`src/rtl/seg14_pkg.sv`:
```
`default_nettype none
// ============================================================================
//  Module      : seg14_pkg
//  Description : Shared character codes, 14-segment glyph constants and the
//                FSM state type for the scrolling character source.
//                Glyph bit order [13:0] = a b c d e f g1 g2 h i j k l m
//                (h/j/k/m diagonals, i/l centre verticals).
//  Revision    : 1.0 - initial release
// ============================================================================
package seg14_pkg;

    // Character codes as loaded over the write port.
    localparam logic [5:0] CH_SPACE = 6'd0,
        CH_A = 6'd1,  CH_B = 6'd2,  CH_C = 6'd3,  CH_D = 6'd4,  CH_E = 6'd5,
        CH_F = 6'd6,  CH_G = 6'd7,  CH_H = 6'd8,  CH_I = 6'd9,  CH_J = 6'd10,
        CH_K = 6'd11, CH_L = 6'd12, CH_M = 6'd13, CH_N = 6'd14, CH_O = 6'd15,
        CH_P = 6'd16, CH_Q = 6'd17, CH_R = 6'd18, CH_S = 6'd19, CH_T = 6'd20,
        CH_U = 6'd21, CH_V = 6'd22, CH_W = 6'd23, CH_X = 6'd24, CH_Y = 6'd25,
        CH_Z = 6'd26, CH_NT = 6'd27,
        CH_D1 = 6'd28, CH_D2 = 6'd29, CH_D3 = 6'd30, CH_D4 = 6'd31,
        CH_D5 = 6'd32, CH_D6 = 6'd33, CH_D7 = 6'd34, CH_D8 = 6'd35,
        CH_D9 = 6'd36, CH_D0 = 6'd37;

    // Glyphs in the display's 14-segment map.
    localparam logic [13:0]
        GL_SPACE = 14'b00000000000000,
        GL_A  = 14'b11101111000000, GL_B  = 14'b11110001010010,
        GL_C  = 14'b10011100000000, GL_D  = 14'b11110000010010,
        GL_E  = 14'b10011110000000, GL_F  = 14'b10001110000000,
        GL_G  = 14'b10111101000000, GL_H  = 14'b01101111000000,
        GL_I  = 14'b10010000010010, GL_J  = 14'b01111000000000,
        GL_K  = 14'b00001110001001, GL_L  = 14'b00011100000000,
        GL_M  = 14'b01101100101000, GL_N  = 14'b01101100100001,
        GL_O  = 14'b11111100000000, GL_P  = 14'b11001111000000,
        GL_Q  = 14'b11111100000001, GL_R  = 14'b11001111000001,
        GL_S  = 14'b10110111000000, GL_T  = 14'b10000000010010,
        GL_U  = 14'b01111100000000, GL_V  = 14'b00001100001100,
        GL_W  = 14'b01101100000101, GL_X  = 14'b00000000101101,
        GL_Y  = 14'b00000000101010, GL_Z  = 14'b10010000001100,
        GL_NT = 14'b11101100100001,
        GL_D1 = 14'b01100000001000, GL_D2 = 14'b11011011000000,
        GL_D3 = 14'b11110001000000, GL_D4 = 14'b01100111000000,
        GL_D5 = 14'b10110111000000, GL_D6 = 14'b10111111000000,
        GL_D7 = 14'b11100000000000, GL_D8 = 14'b11111111000000,
        GL_D9 = 14'b11110111000000, GL_D0 = 14'b11111100001100;

    typedef enum logic [1:0] {
        EMPTY = 2'd0,
        LOAD  = 2'd1,
        SHOW  = 2'd2
    } state_t;

endpackage
`default_nettype wire

```
`src/rtl/seg14_glyph_rom.sv`:
```
`default_nettype none
// ============================================================================
//  Module      : seg14_glyph_rom
//  Description : Combinational 6-bit character code to 14-segment glyph map.
//                Codes 0 and 38..63 render blank.
//  Revision    : 1.0 - initial release
// ============================================================================
module seg14_glyph_rom
    import seg14_pkg::*;
(
    input  logic [5:0]  code_i,
    output logic [13:0] glyph_o
);

    // Pure lookup; anything not listed is blank.
    always_comb begin
        glyph_o = GL_SPACE;
        case (code_i)
            CH_A:    glyph_o = GL_A;
            CH_B:    glyph_o = GL_B;
            CH_C:    glyph_o = GL_C;
            CH_D:    glyph_o = GL_D;
            CH_E:    glyph_o = GL_E;
            CH_F:    glyph_o = GL_F;
            CH_G:    glyph_o = GL_G;
            CH_H:    glyph_o = GL_H;
            CH_I:    glyph_o = GL_I;
            CH_J:    glyph_o = GL_J;
            CH_K:    glyph_o = GL_K;
            CH_L:    glyph_o = GL_L;
            CH_M:    glyph_o = GL_M;
            CH_N:    glyph_o = GL_N;
            CH_O:    glyph_o = GL_O;
            CH_P:    glyph_o = GL_P;
            CH_Q:    glyph_o = GL_Q;
            CH_R:    glyph_o = GL_R;
            CH_S:    glyph_o = GL_S;
            CH_T:    glyph_o = GL_T;
            CH_U:    glyph_o = GL_U;
            CH_V:    glyph_o = GL_V;
            CH_W:    glyph_o = GL_W;
            CH_X:    glyph_o = GL_X;
            CH_Y:    glyph_o = GL_Y;
            CH_Z:    glyph_o = GL_Z;
            CH_NT:   glyph_o = GL_NT;
            CH_D1:   glyph_o = GL_D1;
            CH_D2:   glyph_o = GL_D2;
            CH_D3:   glyph_o = GL_D3;
            CH_D4:   glyph_o = GL_D4;
            CH_D5:   glyph_o = GL_D5;
            CH_D6:   glyph_o = GL_D6;
            CH_D7:   glyph_o = GL_D7;
            CH_D8:   glyph_o = GL_D8;
            CH_D9:   glyph_o = GL_D9;
            CH_D0:   glyph_o = GL_D0;
            default: glyph_o = GL_SPACE;
        endcase
    end

endmodule
`default_nettype wire

```
`src/rtl/seg14_scroll_src.sv`:
```
`default_nettype none
// ============================================================================
//  Module      : seg14_scroll_src
//  Description : Loadable message buffer presenting a DIGITS-wide window of
//                14-segment glyphs to the display multiplexer, optionally
//                scrolled one character every SCROLL_DIV clocks.
//                Build option: define SEG14_SCROLL_EN to include the scroll
//                prescaler and offset; otherwise the window is fixed at 0.
//  Revision    : 1.0 - initial release
// ============================================================================
module seg14_scroll_src
    import seg14_pkg::*;
#(
    parameter int MSG_DEPTH  = 32,
    parameter int DIGITS     = 12,
    parameter int SCROLL_DIV = 3_000_000
) (
    input  logic        clk,
    input  logic        rst_n,
    input  logic        wr_valid,
    output logic        wr_ready,
    input  logic [5:0]  wr_char,
    input  logic        wr_last,
    input  logic        scroll_en,
    input  logic [3:0]  scan_idx,
    output logic [13:0] segm,
    output logic [5:0]  msg_len
);

    localparam int AW = $clog2(MSG_DEPTH);
    localparam int LW = 6;

    state_t          state_q, state_d;
    logic [AW-1:0]   wr_ptr_q, wr_ptr_d;
    logic [LW-1:0]   msg_len_q, msg_len_d;
    logic [5:0]      mem_q [MSG_DEPTH];
    logic [13:0]     segm_q;

    logic            w_we;
    logic [AW-1:0]   w_waddr;
    logic            w_clear;
    logic [AW-1:0]   w_offset;

    // The buffer never stalls: a full buffer forces a commit instead.
    assign wr_ready = 1'b1;

    // Load FSM: a beat outside LOAD restarts the message at index 0.
    always_comb begin
        state_d   = state_q;
        wr_ptr_d  = wr_ptr_q;
        msg_len_d = msg_len_q;
        w_we      = 1'b0;
        w_waddr   = wr_ptr_q;
        w_clear   = 1'b0;
        case (state_q)
            LOAD: begin
                if (wr_valid) begin
                    w_we     = 1'b1;
                    wr_ptr_d = wr_ptr_q + AW'(1);
                    if (wr_last || (wr_ptr_q == AW'(MSG_DEPTH - 1))) begin
                        msg_len_d = LW'(wr_ptr_q) + LW'(1);
                        state_d   = SHOW;
                    end
                end
            end
            default: begin
                if (wr_valid) begin
                    w_we     = 1'b1;
                    w_waddr  = '0;
                    w_clear  = 1'b1;
                    wr_ptr_d = AW'(1);
                    if (wr_last) begin
                        msg_len_d = LW'(1);
                        state_d   = SHOW;
                    end else begin
                        state_d = LOAD;
                    end
                end
            end
        endcase
    end

    // FSM, write pointer and committed length registers.
    always_ff @(posedge clk or negedge rst_n) begin
        if (!rst_n) begin
            state_q   <= EMPTY;
            wr_ptr_q  <= '0;
            msg_len_q <= '0;
        end else begin
            state_q   <= state_d;
            wr_ptr_q  <= wr_ptr_d;
            msg_len_q <= msg_len_d;
        end
    end

    // Message storage; contents deliberately survive reset.
    always_ff @(posedge clk) begin
        if (w_we) begin
            mem_q[w_waddr] <= wr_char;
        end
    end

`ifdef SEG14_SCROLL_EN
    localparam int PW = $clog2(SCROLL_DIV);

    logic [PW-1:0] presc_q, presc_d;
    logic [AW-1:0] offset_q, offset_d;
    logic          w_scroll_active;

    assign w_scroll_active = (state_q == SHOW) && scroll_en &&
                             (msg_len_q > LW'(DIGITS));

    // Prescaler and window offset; a new load takes priority over a step.
    always_comb begin
        presc_d  = presc_q;
        offset_d = offset_q;
        if (w_clear) begin
            presc_d  = '0;
            offset_d = '0;
        end else if (w_scroll_active) begin
            if (presc_q == PW'(SCROLL_DIV - 1)) begin
                presc_d  = '0;
                offset_d = (offset_q == AW'(msg_len_q - LW'(1))) ? '0 : offset_q + AW'(1);
            end else begin
                presc_d = presc_q + PW'(1);
            end
        end
    end

    // Scroll state registers.
    always_ff @(posedge clk or negedge rst_n) begin
        if (!rst_n) begin
            presc_q  <= '0;
            offset_q <= '0;
        end else begin
            presc_q  <= presc_d;
            offset_q <= offset_d;
        end
    end

    assign w_offset = offset_q;
`else
    logic w_unused_scroll;
    assign w_unused_scroll = scroll_en;
    assign w_offset        = '0;
`endif

    logic [LW-1:0] w_idx, w_sum, w_wrap;
    logic [AW-1:0] w_raddr;
    logic          w_hit;
    logic [5:0]    w_code;
    logic [13:0]   w_glyph;

    // Window lookup: offset+idx never reaches 2*msg_len, so one subtract wraps.
    always_comb begin
        w_idx   = LW'(scan_idx);
        w_sum   = LW'(w_offset) + w_idx;
        w_wrap  = (w_sum >= msg_len_q) ? (w_sum - msg_len_q) : w_sum;
        w_raddr = AW'(w_wrap);
        w_hit   = 1'b0;
        if ((state_q == SHOW) && (w_idx < LW'(DIGITS))) begin
            if (msg_len_q <= LW'(DIGITS)) begin
                w_hit = (w_idx < msg_len_q);
            end else begin
                w_hit = 1'b1;
            end
        end
        w_code = w_hit ? mem_q[w_raddr] : CH_SPACE;
    end

    seg14_glyph_rom u_rom (
        .code_i  (w_code),
        .glyph_o (w_glyph)
    );

    // Registered glyph output, one cycle behind scan_idx.
    always_ff @(posedge clk or negedge rst_n) begin
        if (!rst_n) begin
            segm_q <= '0;
        end else begin
            segm_q <= w_glyph;
        end
    end

    assign segm    = segm_q;
    assign msg_len = msg_len_q;

endmodule
`default_nettype wire

```
`config.mk`:
```
export PLATFORM = sky130hd
export DESIGN_NAME = seg14_scroll_src
export DESIGN_NICKNAME = d
export VERILOG_FILES = /design/src/rtl/seg14_pkg.sv /design/src/rtl/seg14_glyph_rom.sv /design/src/rtl/seg14_scroll_src.sv
export SDC_FILE = /design/constraint.sdc
export NUM_CORES = 1
export LEC_CHECK = 0
export CAP_MARGIN = 5
export CORE_ASPECT_RATIO = 1.25
export CORE_MARGIN = 2
export CORE_UTILIZATION = 54
export DETAILED_ROUTE_END_ITERATION = 8
export PLACE_DENSITY_LB_ADDON = 0.12
export SLEW_MARGIN = 20
export SYNTH_ARGS = -nofsm -noshare
export SYNTH_HDL_FRONTEND = slang
export SYNTH_HIERARCHICAL = 1
export SYNTH_SLANG_ARGS = --single-unit
```
`constraint.sdc`:
```
create_clock -name clk -period 4.9 [get_ports clk]
set_input_delay 0.98 -clock clk [delete_from_list [all_inputs] [get_ports clk]]
set_output_delay 0.98 -clock clk [all_outputs]
set_load 0.005 [all_outputs]
```
* Yosys cells after proc, flatten, opt, wreduce, memory -nomap -nowiden *
Memory sizes are Yosys's and may differ from the RTL's. A register that Yosys moved wholly into a read port is not among the register bits.
Cells that the tools add are included.

storage, ports and cells
  memories kept = 2
  RAM bits = 192
  input bits = 15
  output and inout bits = 21
  word-level logic and storage cells = 44
  ROM bits = 896
  bits in registers = 13

memories
  name              depth  bits a word  rd ports  clocked after Yosys merged registers in  wr ports  line                    source
  (name not given)  64     14           1         1                                        0         seg14_glyph_rom.sv:18   case (code_i)
  mem_q             32     6            1         0                                        1         seg14_scroll_src.sv:36  logic [5:0] mem_q [MSG_DEPTH];

cells by class
  equal/unequal tests = 4
  $lt $le $gt $ge = 4
  reduce and logical (&&, ||, !) cells = 6
  muxes and demuxes = 22
  add/sub/neg operators = 3

operators by type and width
  operator                                              number
  two-way mux 6 bit                                     6
  two-way mux 5 bit                                     6
  two-way mux 2 bit                                     5
  adder 5 x 1 -> 6 bit (second input constant)          1
  greater-or-equal comparator 4 x 6 -> 1 bit            1
  <= comparator 6 x 4 -> 1 bit (second input constant)  1
  less-than comparator 4 x 6 -> 1 bit                   1
  adder 5 x 1 -> 5 bit (second input constant)          1
  == test 5 bit (second input constant)                 1
  two-way mux 1 bit                                     5
  subtractor 4 x 5 -> 5 bit                             1
  less-than comparator 4 bit (second input constant)    1
  AND reduction 3 bit                                   1
  == test 2 x 1 -> 1 bit (second input constant)        1
  == test 2 bit (second input constant)                 1
  != test 2 bit (second input constant)                 1
  AND reduction 2 bit                                   1
  nonzero test 2 bit                                    1
  logical AND 1 bit                                     1
  zero test 1 bit                                       1
  logical OR 1 bit                                      1

* Longest topological paths before layout *
Gate-level depths: netlist (run 1).

  depth in word-level cells = 5
  depth in mapped cells = 23
  depth with buffers taken out = 17

* Hierarchy *
The synthesis (run 1) kept the hierarchy.

modules (own cells, without submodules)
  module            area each (sq um)  sequential area each (sq um)  instances  cells an instance
  seg14_scroll_src  7,992.7            5,059.9                       1          666
  seg14_glyph_rom   852.1              0.0                           1          130

* Worst setup path before layout (run 1) *
No wires, ideal clock.

  path type = input to register
  start point = in scan_idx[0]
  end point = reg segm_q[11], in the netlist segm[11]
  buffers on the path = 3
  path slack = -0.806 ns
  stages = 20
  library setup time = 0.082 ns
  data arrival time = 5.624 ns
  required time = 4.818 ns
  path through = inv_2 > clkbuf_1 > ha_1 > inv_1 > fa_1 > a211oi_2 > nor4_4 > nor3_1 > nor2_1 > buf_2 > mux2_2 > o22ai_1 > o311ai_1 > inv_1 > ha_1 > buf_2 > mux2i_1 > nor2_1 > or3_1 > a22oi_2

between the ends
  cells in the longest elaborated chain, start to end = 4
  elaborated cells on any way between the ends = 10
  classes of those cells = add/sub: 1; order compare: 3; mux: 4; reduce/logical: 1; memory: 1

RTL lines
  element                                                          line                     source
  start: declaration                                               seg14_scroll_src.sv:25   input logic [3:0] scan_idx,
  subtractor 4 x 5 -> 5 bit (tied with other cells)                seg14_scroll_src.sv:158  w_wrap = (w_sum >= msg_len_q) ? (w_sum - msg_len_q) : w_sum;
  two-way mux 5 bit (tied with other cells)                        seg14_scroll_src.sv:158
  memory (32 x 6 bit) / two-way mux 1 bit (equally long branches)  -
  two-way mux 6 bit (*)                                            seg14_scroll_src.sv:168  w_code = w_hit ? mem_q[w_raddr] : CH_SPACE;
  net w_code[1]                                                    seg14_scroll_src.sv:151  logic [5:0] w_code;
  end: declaration                                                 seg14_scroll_src.sv:37   logic [13:0] segm_q;

Mark *: on every way through the listed nets, which the timed path passes. The rest lies on a longest branch.
A chain may end at the register's enable or synchronous reset.

* Worst setup path in the final report (run 1) *
  start point = in scan_idx[0]
  end point = reg segm_q[9], in the netlist segm[9]

The elaborated chain is that of the path after synthesis.

==> run summary, run 1 <==
total of buffers placed on input and output ports -> 33
boundary pin count -> 36
ratio of routed vias to standard cells -> 6.222
critical path's slowest cell -> fa_2
clock buffers created by TritonCTS -> 17
status -> finished, final reports clean
max-slew violation count -> 0
die area -> 17430 um2
final routed wirelength across all metal layers -> 24720 um
longest individual stage delay on the worst path -> 0.42 ns
final net count -> 985
arrival time at the worst endpoint -> 5.13 ns
power after layout -> 4238 uW
max-cap violation count -> 0
worst relative slew slack -> 33.31%
via total after detailed routing -> 7354
source-to-sink clock delay at the later pin of the worst-skew pair -> 0.44 ns
post-synthesis sequential element count -> 173
cell accounting for the most synthesized area -> edfxtp_1
VDD IR-drop max -> 0.0003201 V
height of the die -> 147.1 um
library cell used as clock root buffer -> clkbuf_16
shortest clock period the worst path allows after layout -> 4.800 ns
placed wire-length estimate -> 17580 um
required time of the critical path -> 5.23 ns
final critical-path share of the clock period -> 97.96%
number of cell rows -> 52
worst slack after detailed placement -> -0.6521 ns
vias in the first global route -> 7423
YS warnings -> 6
most common cell in the synthesized netlist -> edfxtp_1
sequential cell area fraction in the yosys report -> 57.21%
top_reg_cell synth -> edfxtp_1
total congestion overflow -> 0
skew final -> 0.008144 ns
DP Area -> 10490 um2
effective utilization at floorplan -> 54.82%
CTS Sinks -> 173
Final setup violation count -> 0
global-route wire length before repair -> 39320 um
Avg WL per Cell -> 20.91 um
kind of capture point of the worst setup path -> flip-flop
maximum clock frequency -> 208.3 MHz
drc violations -> 0
critical setup path kind -> in2reg
slew at the pin closest to its max-slew limit -> 0.9973 ns
CTS H-Tree Depth -> 4
synthesized instance count -> 796
number of buffers inserted by hold repair at cts -> 0
CP cell instances -> dlygate4sd2_1 > inv_4 > ha_1 > inv_1 > fa_2 > a211oi_4 > or4_4 > buf_12 > a21oi_4 > buf_4 > a211oi_1 > buf_4 > nand2_1 > o22ai_1 > o311ai_4 > buf_4 > ha_1 > nand2b_1 > a21oi_1 > a211oi_1 > mux2_2
net count after synthesis -> 828
final setup slack of the worst path -> 0.09978 ns
final antenna-violating net count -> 0
Commonest cells post-synth -> 146 x edfxtp_1, 82 x nand2_1, 65 x nand3_1, 53 x nor2_1, 39 x o21ai_0
area of all placed cells without fillers -> 11270 um2
PwrDens -> 376.1 nW/um2
share of post-route cells with drive strength above 1 -> 25.67%
number of buffers between clock root and the deepest sink -> 2
clock tree from TritonCTS -> built
initial antenna violation count -> 0
number of enable flip-flop cells after synthesis -> 146
Mean Syn Cell Area -> 11.11 um2
Cell Count Post-Placement -> 1136
gp weighted congestion -> 0.9517
area inside the core boundary -> 16140 um2
path class of the lowest-slack min-delay path -> reg2reg
synth top area cells -> edfxtp_1 50%, dfrtp_1 7.6%, nand3_1 3.7%
mapped cell area -> 8845 um2
share of the synthesized area in the top cell type -> 49.57%
DRT Pass-1 Iters -> 7
largest net degree at the start of global routing -> 28
dominant cell type by count on the critical path -> buf_4
startpoint kind of the worst setup timing path -> input port
die outline width -> 118.5 um
Overall Global Routing Usage -> 29.23%
non-filler instance count after layout -> 1182
synth unique cells -> 73
Fin. Hold Viols -> 0
post-synthesis async set-or-reset flop share -> 15.61%
# diodes -> 0
worst-case hold slack -> 0.5494 ns
Reg clk slew, reported paths -> 0.07 ns
Iter 0 DRT Violations -> 819
relative area change from synthesis to final layout -> 27.42%
maximum fanout count along the critical path -> 12
leakage power summed over all cells -> 0.004225 uW
==> sequential cells by signal (all words and copies together), names as in the netlist <==
register  cells
mem_q       146
msg_len       6
segm         14
state_q       2
wr_ptr_q      5
==> through the flow <==
step           util, %  TNS [ns]
4_1_cts          69.32         0
6_report         69.84         0
2_1_floorplan        -         0
3_5_place_dp     65.03    -7.251
3_3_place_gp     65.03    -6.139
5_1_grt          69.84  -0.01870
==> worst paths after layout <==
check / start / end / slack [ns] / cells after the start
max in group asynchronous: rst_n / segm[4] / 3.72 / 2
min in group asynchronous: rst_n / msg_len[2] / 0.91 / 2
setup reg to reg: msg_len[0] / segm[9] / 0.50 / 19
hold reg to reg: msg_len[3] / msg_len[3] / 0.55 / 2
hold / removal: msg_len[3] / msg_len[3] / 0.55 / 2
setup / recovery: scan_idx[0] / segm[9] / 0.1 / 21
==> critical path: cells and delay by family <==
family,cells,cell delay (ns)
AOI/OAI and AO/OA,7,1.38
buffers and inverters,7,1.16
adders and majority gates,3,0.82
and+or+nand+nor,3,0.53
muxes,1,0.26
==> power breakdown <==
group / internal [uW] / switching (uW) / leakage, uW
logic: 584 / 697 / 0.00228
registers: 1640 / 25.5 / 0.00167
clock network: 705 / 583 / 0.000272
==> cell families (layout without fill, tap and decap cells) <==
group / after synthesis / after routing / synth area share (%)
buffers and inverters: 85 / 254 / 4.258
xor gates and xnor gates: 6 / 6 / 0.5941
adders and majority gates: 17 / 17 / 2.490
other: 1 / 1 / 0.04240
and+or+nand+nor: 278 / 279 / 15.21
DFF: 173 / 173 / 57.21
AOI/OAI and AO/OA: 204 / 204 / 16.37
muxes: 32 / 32 / 3.834
==> repair_timing <==
action,CTS,global route
setup buffers,7,6
pin swaps,6,5
gates cloned,1,0
resized for setup,14,6
endpoints found under the setup margin,12,7
==> layer usage <==
metal / vias up / share of wire [%] / track usage (%) / routed length [um]
li1: 3352 / - / - / -
met1: 3569 / 40 / 36.58 / 9818
met2: 346 / 50 / 48.79 / 12260
met3: 87 / 6.2 / 5.901 / 1524
met4: 0 / 4.5 / 14.17 / 1112
met5: - / 0 / 0 / 0
==> cells in the final DEF, fill, tap and decap left out, drive strengths merged, types with 15 or more instances in the layout <==
| master | netlist | routed |
|---|---|---|
| o2111ai | 18 | 18 |
| o21ai | 44 | 44 |
| nor3 | 18 | 18 |
| ha | 16 | 16 |
| a21oi | 30 | 30 |
| buf | 21 | 158 |
| nand2 | 82 | 82 |
| a211oi | 28 | 28 |
| nor2 | 54 | 54 |
| mux2i | 17 | 17 |
| edfxtp | 146 | 146 |
| inv | 29 | 35 |
| and3 | 23 | 23 |
| clkdlybuf4s50 | 0 | 32 |
| mux2 | 15 | 15 |
| dfrtp | 27 | 27 |
| clkbuf | 34 | 17 |
| nand3 | 66 | 66 |
==> area by class of cell <==
cell class              instances  area [um2]
clock buffers                  17       425.4
inverters                      30       115.1
repair buffers                192        1602
multi-input cells             539        3662
flip-flops and latches        173        5060
fillers                      1213        4866
clock inverters                15       135.1
well taps                     216       270.3
No activity file was read; power rests on OpenSTA's default activity.
==> run 2, diff against run 1 <==
- CTS_CLUSTER_DIAMETER: default -> 80
- HOLD_SLACK_MARGIN: default -> 0.15
==> results of run 2 <==
Final layout, timing and power as in run 1 (identical DEF).
==> run 3, diff against run 2 <==
- SLEW_MARGIN: 20 -> default
==> results of run 3 <==
Final layout, timing and power as in run 1 (identical DEF).
